==> config.mk <==
export PLATFORM = sky130hd
export DESIGN_NAME = hazard_control_unit
export DESIGN_NICKNAME = d
export VERILOG_FILES = /design/src/rtl/hazard_control_unit.sv
export SDC_FILE = /design/constraint.sdc
export NUM_CORES = 1
export LEC_CHECK = 0
export CELL_PAD_IN_SITES_DETAIL_PLACEMENT = 1
export CELL_PAD_IN_SITES_GLOBAL_PLACEMENT = 1
export CORE_MARGIN = 2
export CORE_UTILIZATION = 37
export DETAILED_ROUTE_END_ITERATION = 10
export GPL_TIMING_DRIVEN = 0
export PLACE_DENSITY_LB_ADDON = 0.1
export SKIP_CTS_REPAIR_TIMING = 1
export SLEW_MARGIN = 20
export SYNTH_ARGS = -nofsm -noshare
export SYNTH_HDL_FRONTEND = slang
export SYNTH_SLANG_ARGS = --single-unit
==> constraint.sdc <==
create_clock -name clock -period 3.2 [get_ports clock]
set_clock_uncertainty 0.15 [all_clocks]
set_input_delay 0.64 -clock clock [delete_from_list [all_inputs] [get_ports clock]]
set_output_delay 0.64 -clock clock [all_outputs]
set_load 0.02 [all_outputs]
==> src/rtl/hazard_control_unit.sv <==
// Central stall/flush controller for the 5-stage pipeline: combinational hold/bubble
// outputs from the current state and hazards, plus a redirect tracker and perf counters.
module hazard_control_unit #(
    parameter int CNT_W   = 32,
    parameter int FLUSH_W = 16
) (
    input  logic               clock,
    input  logic               reset,
    input  logic               imem_busywait,
    input  logic               dmem_busywait,
    input  logic [4:0]         id_rs1,
    input  logic [4:0]         id_rs2,
    input  logic               id_uses_rs1,
    input  logic               id_uses_rs2,
    input  logic               ex_memRead,
    input  logic               ex_writeEnable,
    input  logic [4:0]         ex_des_register,
    input  logic               ex_Insthit,
    input  logic               branch_taken,
    output logic               pc_hold,
    output logic               stall_1,
    output logic               stall_2,
    output logic               stall_3,
    output logic               flush_1,
    output logic               flush_2,
    output logic               flush_4,
    output logic [CNT_W-1:0]   stall_cycles,
    output logic [FLUSH_W-1:0] flush_count,
    output logic [1:0]         state_out
);

    localparam logic [1:0] RUN           = 2'd0;
    localparam logic [1:0] MEM_WAIT      = 2'd1;
    localparam logic [1:0] LOAD_BUBBLE   = 2'd2;
    localparam logic [1:0] REDIRECT_WAIT = 2'd3;

    logic [1:0] state, next_state;
    logic       lu, br, count_flush;

    assign lu = ex_Insthit && ex_memRead && ex_writeEnable && (ex_des_register != 5'd0) &&
                ((id_uses_rs1 && (id_rs1 == ex_des_register)) ||
                 (id_uses_rs2 && (id_rs2 == ex_des_register)));
    assign br = branch_taken && ex_Insthit;
    assign state_out = state;

    always_comb begin
        pc_hold     = 1'b0;
        stall_1     = 1'b0;
        stall_2     = 1'b0;
        stall_3     = 1'b0;
        flush_1     = 1'b0;
        flush_2     = 1'b0;
        flush_4     = 1'b0;
        count_flush = 1'b0;
        next_state  = RUN;
        if (reset) begin
            flush_1 = 1'b1;
            flush_2 = 1'b1;
            flush_4 = 1'b1;
        end else if (dmem_busywait) begin
            // Freeze everything up to MEM; a pending redirect survives the freeze.
            pc_hold    = 1'b1;
            stall_1    = 1'b1;
            stall_2    = 1'b1;
            stall_3    = 1'b1;
            flush_4    = 1'b1;
            next_state = (state == REDIRECT_WAIT) ? REDIRECT_WAIT : MEM_WAIT;
        end else if (state == REDIRECT_WAIT) begin
            // Whatever arrives from the fetch started before the redirect is wrong-path.
            flush_1    = 1'b1;
            pc_hold    = imem_busywait;
            next_state = imem_busywait ? REDIRECT_WAIT : RUN;
        end else if (br) begin
            flush_1     = 1'b1;
            flush_2     = 1'b1;
            count_flush = 1'b1;
            next_state  = imem_busywait ? REDIRECT_WAIT : RUN;
        end else if (lu && (state != LOAD_BUBBLE)) begin
            pc_hold    = 1'b1;
            stall_1    = 1'b1;
            flush_2    = 1'b1;
            next_state = LOAD_BUBBLE;
        end else if (imem_busywait) begin
            pc_hold = 1'b1;
            flush_1 = 1'b1;
        end
    end

    always_ff @(posedge clock) begin
        if (reset) begin
            state        <= RUN;
            stall_cycles <= '0;
            flush_count  <= '0;
        end else begin
            state <= next_state;
            if (pc_hold)
                stall_cycles <= stall_cycles + CNT_W'(1);
            if (count_flush && (flush_count != '1))
                flush_count <= flush_count + FLUSH_W'(1);
        end
    end

endmodule
==> impl_metrics.env <==
export IMPL_hold_slack_ns=0.369
export IMPL_yosys_cell_types_count=45
export IMPL_synth_top_cells_by_count="dfxtp_1, a21oi_1, nor2_1"
export IMPL_ys_warn_count=0
export IMPL_dp_final_hpwl_mm=6.28
export IMPL_grt_pass1_vias=2876
export IMPL_required_ns=2.41
export IMPL_port_buffers=81
export IMPL_syn_inst=324
export IMPL_status="finished clean"
export IMPL_grt_most_used_layer="met2"
export IMPL_syn_area_mm2=0.00274
export IMPL_grt_max_degree=16
export IMPL_core_area_mm2=0.00721
export IMPL_grt_usage_pct=21.0
export IMPL_multi_input_area_mm2=0.00163
export IMPL_grt_pass1_wl_mm=14.1
export IMPL_p_leak_nw=1.32
export IMPL_ys_ff_latch=50
export IMPL_max_stage_delay_ns=0.54
export IMPL_cts_tree="yes"
export IMPL_setup_viol=0
export IMPL_die_area_mm2=0.00812
export IMPL_post_route_drc_count=0
export IMPL_num_fill_cells=870
export IMPL_row_count=31
export IMPL_overflow=0
export IMPL_use_met2_pct=35.7
export IMPL_path_max_fanout=5
export IMPL_ios=82
export IMPL_p_per_area_mw_per_mm2=306
export IMPL_maxCapViolCount=0
export IMPL_min_period_ns=3.17
export IMPL_cts_buffers=5
export IMPL_viasPerCell=5.54
export IMPL_async_flop_share_pct=0
export IMPL_die_height_um=90.1
export IMPL_synthToLayoutAreaGrowth_pct=39.6
export IMPL_die_w_um=90.1
export IMPL_wl_per_cell_um=16.6
export IMPL_cp_end_kind="output port"
export IMPL_slowest_stage="clkdlybuf4s50_1"
export IMPL_clock_sinks=50
export IMPL_hp_class="register to register"
export IMPL_synth_seq_area_share_pct=36.5
export IMPL_ys_top_cells_by_area="dfxtp_1, a21oi_1, xnor2_1"
export IMPL_avgSynthCellArea_um2=8.46
export IMPL_synth_fp_nets=351
export IMPL_placed_cells=504
export IMPL_num_vias=2863
export IMPL_clockBufferDepth=2
export IMPL_layout_nets=444
export IMPL_grtUsageMet1_pct=26.7
export IMPL_synth_edff_count=0
export IMPL_synthFlopType="dfxtp_1"
export IMPL_stdcell_count=517
export IMPL_pre_cts_slack_ns=-0.735
export IMPL_drive_above_1_share_pct=9.09
export IMPL_yosysTopAreaCellShare_pct=36.5
export IMPL_clkTransAtPathRegs_ns=0.09
export IMPL_cp_arrival_ns=2.38
export IMPL_worstMarginPinSlew_ns=0.564
export IMPL_fin_crit_sh_pct=99.0
export IMPL_path_cells="clkdlybuf4s50_1, xnor2_1, nand4_1, o22ai_2, a311oi_4, buf_6, nor2_1, dlymetal6s2s_1"
export IMPL_antennaDiodeCount=0
export IMPL_finalWorstSetupSlack_ns=0.0320
export IMPL_relSlewSlack_pct=62.4
export IMPL_htreeDepth=2
export IMPL_start_kind="input pin"
export IMPL_synth_top_area_cell="dfxtp_1"
export IMPL_drtIter0Drc=74
export IMPL_dr_pass1_iters=4
export IMPL_routabilityCongestion=0.802
export IMPL_peakVddDrop_mv=0.148
export IMPL_antenna_found_initial=0
export IMPL_cts_root_buf="clkbuf_8"
export IMPL_wirelength_mm=8.60
export IMPL_critical_path_class="input pin to output port"
export IMPL_start_util_pct=38.0
export IMPL_ant_nets=0
export IMPL_fmax_mhz=316
export IMPL_yosysMostFrequentCell="dfxtp_1"
export IMPL_seq_area_mm2=0.00100
export IMPL_clock_latency_ns=0.31
export IMPL_grtUsageMet3_pct=3.94
export IMPL_hold_viol_final=0
export IMPL_maxSlewViolCount=0
-- report_power, final --
group,total [mW],switching [mW],internal (mW)
Sequential,0.636,0.00851,0.628
Combinational,0.162,0.0829,0.0793
Clock,0.374,0.219,0.155
Total,1.17,0.311,0.862
-- worst paths after layout --
| check | start | endpoint | slack (ns) | cells past startpoint |
|---|---|---|---|---|
| worst max-delay path | ex_des_register[3] | pc_hold | 0.03 | 8 |
| worst min-delay path | stall_cycles[15]$_SDFFE_PP0P_ | stall_cycles[15]$_SDFFE_PP0P_ | 0.37 | 2 |
| worst max register to register | stall_cycles[0]$_SDFFE_PP0P_ | stall_cycles[26]$_SDFFE_PP0P_ | 0.67 | 7 |
| worst min register to register | stall_cycles[15]$_SDFFE_PP0P_ | stall_cycles[15]$_SDFFE_PP0P_ | 0.37 | 2 |
-- kinds of logic after synthesis --
family / count (synthesis) / synth area share [%]
flip-flops: 50 / 36.5
XOR/XNOR: 25 / 7.98
AND/OR/NAND/NOR: 138 / 29.0
AO/OA/AOI/OAI: 79 / 20.3
buffers and inverters: 28 / 4.65
adder cells (fa/ha/maj): 2 / 0.912
multiplexers: 2 / 0.730
-- through the flow --
stage / util (%) / TNS (ns) / area (um2) / power [mW]
6_report: 53.1 / 0 / 3830 / 1.17
5_1_grt: 53.1 / -0.0939 / 3830 / 1.23
4_1_cts: 52.2 / -2.29 / 3760 / 1.18
3_5_place_dp: 51.0 / -2.21 / 3680 / 0.805
3_3_place_gp: 51.0 / -2.16 / 3680 / 0.803
2_1_floorplan: - / 0 / 2740 / 0.726
-- cells in the final DEF, fill, tap and decap left out, drive strengths merged, types with 2 or more instances in the layout --
| cell | instances |
|---|---|
| nand3 | 14 |
| or3 | 11 |
| clkbuf | 22 |
| or4 | 17 |
| and3 | 6 |
| nand4 | 14 |
| dlymetal6s2s | 5 |
| clkdlybuf4s50 | 73 |
| o31a | 5 |
| xor2 | 10 |
| and2 | 6 |
| o21ai | 7 |
| o21ba | 5 |
| or4b | 3 |
| o21a | 2 |
| nor3 | 3 |
| mux2i | 2 |
| buf | 12 |
| and4 | 9 |
| nor2 | 27 |
| dfxtp | 50 |
| o31ai | 17 |
| inv | 8 |
| a21oi | 30 |
| nand2 | 21 |
| clkinv | 2 |
| ha | 2 |
| nor4 | 5 |
| xnor2 | 15 |
| o41ai | 3 |
| a21o | 2 |
-- layout make-up --
type	instances	area share, %
well taps	99	3.23
repair buffers	87	22.3
plain buffers	19	2.58
multi-input cells	246	42.7
inverters	8	0.784
clock buffers	6	1.89
flip-flops and latches	50	26.1
clock inverters	2	0.359
-- sequential cells by signal (all words and copies together) (netlist names) --
register and cells:
flush_count 16, stall_cycles 32, state_out 2
-- critical path: cells and delay by family --
kind	cells	cell delay, ns
xor+xnor	1	0.10
buf+inv	3	0.91
compound gates	2	0.56
simple gates	2	0.15
-- routing by layer --
| metal | routed length, um | vias to the layer above |
|---|---|---|
| li1 | - | 1395 |
| met1 | 4000 | 1392 |
| met2 | 4150 | 64 |
| met3 | 312 | 12 |
| met4 | 133 | 0 |
| met5 | 0 | - |
(Power assumes the default switching activity.)
